**config.mk**
```make
export PLATFORM = sky130hd
export DESIGN_NAME = stream_pattern_gen
export DESIGN_NICKNAME = d
export VERILOG_FILES = /design/src/rtl/stream_check_pkg.sv /design/src/rtl/stream_pattern_gen.sv
export SDC_FILE = /design/constraint.sdc
export NUM_CORES = 1
export LEC_CHECK = 0
export BUFFER_PORTS_ARGS = -buffer_cell sky130_fd_sc_hd__buf_2
export CAP_MARGIN = 10
export CORE_MARGIN = 1
export CORE_UTILIZATION = 55
export CTS_CLUSTER_SIZE = 10
export DETAILED_ROUTE_END_ITERATION = 8
export PLACE_DENSITY = 0.79
export SKIP_LAST_GASP = 1
export SYNTH_ARGS = -nofsm -noshare
export SYNTH_HDL_FRONTEND = slang
export SYNTH_SLANG_ARGS = --single-unit
```
**constraint.sdc**
```tcl
create_clock -name okClk -period 2.95 [get_ports okClk]
set_input_delay 0.295 -clock okClk [delete_from_list [all_inputs] [get_ports okClk]]
set_output_delay 0.295 -clock okClk [all_outputs]
set_load 0.02 [all_outputs]
```
**src/rtl/stream_check_pkg.sv**
```systemverilog
// stream_check_pkg
// Shared definitions for the write-test stream checker:
//   - pattern codes understood by the reference generator
//   - seed values and LFSR tap positions for each pattern
//   - seed_for(code)          : generator value right after (re)seeding
//   - next_pattern(code, g)   : generator value after one advance
// Codes 5..7 are not named and fall back to the 64-bit counter.

package stream_check_pkg;

  localparam int STREAM_W = 64;

  typedef enum logic [2:0] {
    PAT_CNT64   = 3'd0,
    PAT_CNT32X2 = 3'd1,
    PAT_WALK1   = 3'd2,
    PAT_LFSR64  = 3'd3,
    PAT_ALT     = 3'd4
  } pattern_e;

  localparam logic [63:0] SEED_CNT64   = 64'h0000_0000_0000_0000;
  // Host counts in 32-bit words and packs the low word first, so the
  // first 64-bit beat carries {1, 0} and each half then steps by two.
  localparam logic [63:0] SEED_CNT32X2 = {32'd1, 32'd0};
  localparam logic [63:0] SEED_WALK1   = 64'h0000_0000_0000_0001;
  localparam logic [63:0] SEED_LFSR64  = 64'h0000_0000_0000_0001;
  localparam logic [63:0] SEED_ALT     = 64'hAAAA_AAAA_AAAA_AAAA;
  localparam logic [63:0] ALT_OTHER    = 64'h5555_5555_5555_5555;

  localparam logic [31:0] CNT32X2_STEP = 32'd2;

  // Feedback taps of the Fibonacci LFSR (x^64 + x^63 + x^61 + x^60 + 1).
  localparam int LFSR_TAP_A = 63;
  localparam int LFSR_TAP_B = 62;
  localparam int LFSR_TAP_C = 60;
  localparam int LFSR_TAP_D = 59;

  function automatic logic [63:0] seed_for(input logic [2:0] code);
    logic [63:0] seed;
    case (code)
      PAT_CNT32X2: seed = SEED_CNT32X2;
      PAT_WALK1:   seed = SEED_WALK1;
      PAT_LFSR64:  seed = SEED_LFSR64;
      PAT_ALT:     seed = SEED_ALT;
      default:     seed = SEED_CNT64;
    endcase
    return seed;
  endfunction

  function automatic logic [63:0] next_pattern(input logic [2:0] code,
                                               input logic [63:0] g);
    logic [63:0] nxt;
    logic        fb;
    fb = g[LFSR_TAP_A] ^ g[LFSR_TAP_B] ^ g[LFSR_TAP_C] ^ g[LFSR_TAP_D];
    case (code)
      PAT_CNT32X2: nxt = {g[63:32] + CNT32X2_STEP, g[31:0] + CNT32X2_STEP};
      PAT_WALK1:   nxt = {g[62:0], g[63]};
      PAT_LFSR64:  nxt = {g[62:0], fb};
      // Two-state toggle; anything other than the seed returns to the seed.
      PAT_ALT:     nxt = (g == SEED_ALT) ? ALT_OTHER : SEED_ALT;
      default:     nxt = g + 64'd1;
    endcase
    return nxt;
  endfunction

endpackage

```
**src/rtl/stream_pattern_gen.sv**
```systemverilog
// stream_pattern_gen
// Reference word generator for the stream checker. Latches the pattern
// code and seeds the generator register on reset or reset_pattern, then
// advances one step per enable.
// Ports:
//   okClk         in   clock, rising edge
//   reset         in   synchronous active-high reset
//   reset_pattern in   re-latch pattern code and re-seed
//   pattern_sel   in   pattern code, sampled only on reset/reset_pattern
//   enable        in   advance strobe
//   word          out  current generator value G

module stream_pattern_gen
  import stream_check_pkg::*;
(
  input  logic        okClk,
  input  logic        reset,
  input  logic        reset_pattern,
  input  logic [2:0]  pattern_sel,
  input  logic        enable,
  output logic [63:0] word
);

  logic [2:0] code;

  // reset and reset_pattern both re-seed; enable is ignored on those
  // cycles so the first word after re-seeding is always the seed itself.
  always_ff @(posedge okClk) begin
    if (reset || reset_pattern) begin
      code <= pattern_sel;
      word <= seed_for(pattern_sel);
    end else if (enable) begin
      word <= next_pattern(code, word);
    end
  end

endmodule

```
==> results by group, run 1 <==
Outcome
  • Status: complete, no violations

Power
  • Peak VDD IR: approximately 0.00035 V
  • Pwr dens: 447 mW/mm^2
  • Leak Pwr: about 2.8 nW

Critical path
  • Worst EP required: 3020 ps
  • Worst reg2reg path depth: 7
  • Crit path DAT: 2890 ps
  • CP max FO: 15
  • Kind of end point of the critical path: flip-flop
  • Critical Path Start Type: flip-flop
  • Worst path max stage delay: just under 700 ps
  • Crit path cell chain: nor4bb_1 > nand4_1 > nor4_4 > buf_4 > a21oi_4 > a221oi_1 > o31ai_1
  • Critical path class: reg2reg
  • CP max stage cell: nor4bb_1

Clock network
  • Clock root buffer master: clkbuf_16
  • CTS tree: built
  • TritonCTS Buffers: 9
  • CTS sink cnt: 67
  • Clock Pin Slew Worst Setup and Hold Paths: 60 ps
  • # hold bufs at CTS: 0
  • Clock Tree Buf Depth: 2
  • Clk Latency, worst-skew pair: around 350 ps
  • CTS H-Tree Depth: 3

Layout
  • Finished Layout Cells: between 900 and 1000
  • Finished Cell Area: 0.00749 sq mm
  • Most frequent cells in the layout: 90 x buf_4, 87 x nand2_1, 70 x buf_2
  • Layout cell share with drive strength beyond 1: 23.2%
  • # diodes: 0
  • Most common cell after layout, fill and taps aside: buf_4
  • # nets final: 856
  • Fill cells: between 900 and 1000
  • Area grow syn2layout: 18.5%

Placement
  • Routability cong.: approximately 1.1
  • Port Buf Inserts: 70
  • Placed cell count: roughly 970
  • Post-DP HPWL: ~17 mm
  • DP Area: 0.00722 sq mm

STA
  • Worst-Margin Slew: between 900 and 1000 ps
  • Final Slew Violations: 0
  • Slew margin rel.: between 30 and 40%
  • Hold WS: 153 ps
  • Setup tns final: 0 ps
  • Post-layout min period: 2820 ps
  • Setup violators final: 0
  • Final worst-path cycle share: a little over nine tenths
  • Clock Skews: 6.42 ps
  • Hold Vio Cnt, Final: 0
  • Max Clock Freq: between 300 and 400 MHz

Yosys
  • Mapped Nets: between 700 and 800
  • #FFs+latches synth: 67
  • Seq/Total Area, Yosys: a little under a third
  • Cell area after synthesis: around 0.0063 sq mm
  • Mapped Avg Cell Area: between 8 and 9 sq um
  • Mapped Cells: 750
  • Async SR Flop Fraction: 0%
  • Synth warn: 0
  • Main synth FF type: edfxtp_1
  • Yosys cell types: 74
  • Number of flops mapped to enable cells by yosys: between 60 and 70

Min path
  • Hold crit path type: in2reg
  • Hold Crit Depth: 1

Floorplan
  • Die width: 109 microns
  • Die area: between 0.01 and 0.015 sq mm
  • Core area: around 0.011 sq mm
  • Initial Util: 57.3%
  • Height of the die: roughly 110 microns
  • Rows: 38
  • I/O Pins: 71

Run
  • MaxCap Viol Count: 0

Global route
  • Initial antenna violation count: 1
  • Vias in the first global route: between 6000 and 7000
  • Grt ovf: 0
  • Pin count of the biggest net entering global routing: 45
  • Global-route wire length before repair: approximately 38 mm
  • Global Route Usage Sum: around 43%

Route
  • Post-DRT Antenna Nets: 0
  • # DRC: 0
  • DRT Pass-1 Iters: 6
  • Via-to-Cell Ratio: 7.40
  • Routed len/inst: 24.7 microns
  • Routed WL: between 20 and 25 mm
  • Vias: 7315
  • Initial drt markers: 1217
[metal layers]
metal / wire, microns / GRT usage (%) / vias to the layer above
met3: 3690 / 12.5 / 131
met4: 1160 / 22.5 / 0
met1: 9090 / 58.7 / 3424
met5: 0 / 0 / -
met2: 10500 / 59.8 / 679
li1: - / - / 3081
[registers in the layout (all words and copies together), names as in the netlist]
signal  flops
code        3
word       64
[path summary, 6_finish.rpt]
kind,startpoint,endpoint,slack [ps]
worst max-delay path,word[44]$_SDFFCE_PP0P_,word[35]$_DFFE_PP_,130
worst min-delay path,pattern_sel[0],code[0]$_DFFE_PP_,150
worst max register to register,word[44]$_SDFFCE_PP0P_,word[35]$_DFFE_PP_,130
worst min register to register,word[62]$_SDFFCE_PP0P_,word[63]$_DFFE_PP_,790
[cell usage after synthesis, drive strengths merged, types with 22 or more instances]
cell,count,area [sq um]
a21oi,33,169
nand4,44,297
nand2,87,327
nand3,41,205
o21ai,35,175
buf,37,193
a221oi,23,214
and3,22,138
edfxtp,67,2010
clkbuf,41,155
xnor2,66,578
nor2,36,135
a31oi,22,138
[kinds of logic after synthesis]
kind of cell	after synthesis	synth area share, %
AOI/OAI and AO/OA	190	21.3
adders and majority gates	5	0.989
DFF	67	31.8
and+or+nand+nor	314	28.1
xor gates and xnor gates	83	11.5
buffers and inverters	91	6.27
[worst max-delay path: cells and delay by family (launching register included)]
kind,cells,cell delay [ps]
compound gates,3,580
flops,1,400
buf+inv,1,190
simple gates,3,1360
[timing repair]
item,CTS,global route
gates resized for setup,0,3
setup endpoints to repair,0,11
buffers inserted,0,1
[power by group]
group	leakage, nW	total [mW]	switching (mW)	internal (mW)
Sequential	0.766	1.31	0.156	1.16
Combinational	1.94	1.06	0.674	0.387
Clock	0.125	0.975	0.414	0.561
Total	2.83	3.35	1.24	2.11
[metrics by stage]
| step | power [mW] | worst slack (ps) | utilization [%] |
|---|---|---|---|
| 6_report | 3.35 | 135 | 67.9 |
| 5_1_grt | 3.45 | -22.9 | 67.9 |
| 4_1_cts | 3.30 | 175 | 67.7 |
| 3_5_place_dp | 2.34 | 202 | 65.4 |
| 3_3_place_gp | 2.31 | 214 | 65.4 |
| 2_1_floorplan | 1.93 | 366 | - |
[cell type report]
cell class / count / area (sq um) / area share [%]
clock buffers: 12 / 236 / 3.16
clock inverters: 4 / 17.5 / 0.234
inverters: 13 / 48.8 / 0.651
multi-input cells: 592 / 3960 / 52.8
flip-flops and latches: 67 / 2010 / 26.8
well taps: 140 / 175 / 2.34
repair buffers: 161 / 1050 / 14.0
Note: power is estimated with default switching activity, not from simulation.
==> inputs of run 2 (changes only) <==
Clock period 2.95 ns to 3 ns, I/O delays scaled along.
==> run 2 against run 1 <==
Net effect: sequential power hardly changed; critical path type unchanged; sequential share of layout area grew 0.24 points; setup slack got worse by 8.1 ps.
==> results by group, run 2 (synthesis results as in run 1) <==
Global route
  • Global-route wire length before repair: between 30 and 40 mm
  • Grt ovf: 0
  • Pin count of the biggest net entering global routing: 63
  • Global Route Usage Sum: approximately 40%
  • Initial antenna violation count: 0
  • Vias in the first global route: approximately 6700

Critical path
  • Crit path cell chain: ha_1 > nand4_1 > nor4_4 > buf_4 > nand3_1 > o211a_1 > a211oi_1 > a31oi_1
  • Buf+Inv Stages, Crit Path: 1
  • Crit-path leading delay family: simple AND/OR/NAND/NOR gates
  • CP max FO: 9
  • Critical Path Start Type: flip-flop
  • Kind of end point of the critical path: flip-flop
  • CP max stage cell: edfxtp_1
  • Worst EP required: just over 3000 ps
  • Crit path DAT: 2930 ps
  • Worst path max stage delay: 510 ps
  • Critical path class: reg2reg

Clock network
  • Clk Latency, worst-skew pair: 350 ps
  • Clock Pin Slew Worst Setup and Hold Paths: approximately 60 ps
  • CTS sink cnt: 67
  • Clock root buffer master: clkbuf_16
  • CTS tree: built
  • TritonCTS Buffers: 9
  • # hold bufs at CTS: 0
  • CTS H-Tree Depth: 3
  • Clock Tree Buf Depth: 2

Layout
  • Util after Layout: approximately 67%
  • Finished Cell Area: around 0.0074 sq mm
  • Area grow syn2layout: 17.5%
  • Most frequent cells in the layout: 87 x nand2_1, 75 x buf_4, 70 x buf_2
  • Largest registers: word: 64 flops, code: 3 flops
  • # diodes: 0
  • Finished Layout Cells: roughly 970
  • Max FFs per register: between 60 and 70
  • Most flops, register: word
  • Most common cell after layout, fill and taps aside: nand2_1
  • Layout cell share with drive strength beyond 1: 22.1%
  • # nets final: between 800 and 900

Route
  • Initial drt markers: 1267
  • DRT Pass-1 Iters: 6
  • # DRC: 0
  • Routed WL: roughly 23 mm
  • Via-to-Cell Ratio: 7.46
  • Vias: about 7300
  • Routed len/inst: around 24 microns
  • Post-DRT Antenna Nets: 0

Power
  • Peak VDD IR: 0.000416 V
  • Sw Pwr: 1.22 mW
  • Switching fraction of total power: between 30% and 40%
  • Comb pwr share: between 20% and 30%
  • Total Power: approximately 3.5 mW
  • Pwr dens: approximately 470 mW/mm^2
  • Leak Pwr: about 2.8 nW
  • Internal power: approximately 2.2 mW
  • Seq pwr share: between 30% and 40%
  • Clock power frac: between 30% and 40%

Placement
  • DP Area: between 0.007 and 0.008 sq mm
  • Port Buf Inserts: 70
  • Placed cell count: about 960
  • Routability cong.: slightly above 1
  • Post-DP HPWL: roughly 16 mm

STA
  • RSZ-0062 raised after global routing: no
  • Hold Vio Cnt, Final: 0
  • Post-layout min period: 2870 ps
  • Worst-Margin Slew: about 1000 ps
  • Max Clock Freq: between 300 and 400 MHz
  • Final worst-path cycle share: 95.8%
  • Final Slew Violations: 0
  • Clock Skews: about 11 ps
  • Setup violators final: 0
  • Setup tns final: 0 ps
  • Slew margin rel.: about a third

Run
  • MaxCap Viol Count: 0

Outcome
  • Status: complete, no violations

Floorplan
  • Height of the die: roughly 110 microns
  • Die width: 109 microns
  • Rows: 38
  • Die area: ~0.012 sq mm
  • Initial Util: a little under three fifths
  • I/O Pins: 71
  • Core area: between 0.01 and 0.015 sq mm

Min path
  • Hold crit path type: in2reg
run 2: changes by cell type in the layout (fill, tap and decap cells not counted):
cell and change:
o21ai_0 -1, a2111oi_0 +1, a21oi_4 -1, clkbuf_1 -2, clkinvlp_4 +1, o21ai_1 +1
clkinv_2 -1, a2111oi_1 -1, bufinv_16 +2, a21oi_2 +1, buf_4 -15
run 2: worst paths after layout:
path / startpoint / to / cells after the start / slack, ps
worst min-delay path: pattern_sel[0] / code[0]$_DFFE_PP_ / 1 / 160
worst max register to register: word[34]$_SDFFCE_PP0P_ / word[61]$_DFFE_PP_ / 8 / 130
worst max-delay path: word[34]$_SDFFCE_PP0P_ / word[61]$_DFFE_PP_ / 8 / 130
worst min register to register: word[11]$_DFFE_PP_ / word[12]$_SDFFCE_PP0P_ / 2 / 810
run 2: per-stage QoR:
| stage | worst slack, ps | hold WS [ps] |
|---|---|---|
| after floorplan | 416 | 399 |
| after global placement | 310 | 505 |
| after detailed placement | 190 | 515 |
| after CTS | 185 | 155 |
| after global routing | 1.44 | 173 |
| final | 127 | 161 |
run 2: final cells by class:
| cell class | count | area [sq um] |
|---|---|---|
| timing repair buffer | 146 | 933 |
| clock buffer | 10 | 229 |
| sequential | 67 | 2010 |
| inverter | 13 | 48.8 |
| multi-input combinational | 592 | 3950 |
| tap | 140 | 175 |
| clock inverter | 6 | 80.1 |
| fill | 922 | 3600 |
run 2: power groups by stage:
stage	Combinational [mW]	Clock [mW]	Sequential, mW
6_report	1.02	1.15	1.29
5_1_grt	1.07	1.19	1.30
4_1_cts	0.982	1.14	1.28
3_5_place_dp	0.973	0	1.30
3_3_place_gp	0.945	0	1.29
2_1_floorplan	0.565	0	1.33
run 2: what timing repair did:
| item | CTS | global route |
|---|---|---|
| setup buffers | 0 | 1 |
| gates resized for setup | 0 | 2 |
| setup endpoints to repair | 0 | 5 |
| endpoints found under the hold margin | 0 | 0 |
run 2: metal layers:
metal	global-route usage, %	routed length, microns
met1	53.5	8600
met2	58.6	9950
met3	12.6	3550
met4	20.9	1170
met5	0	0
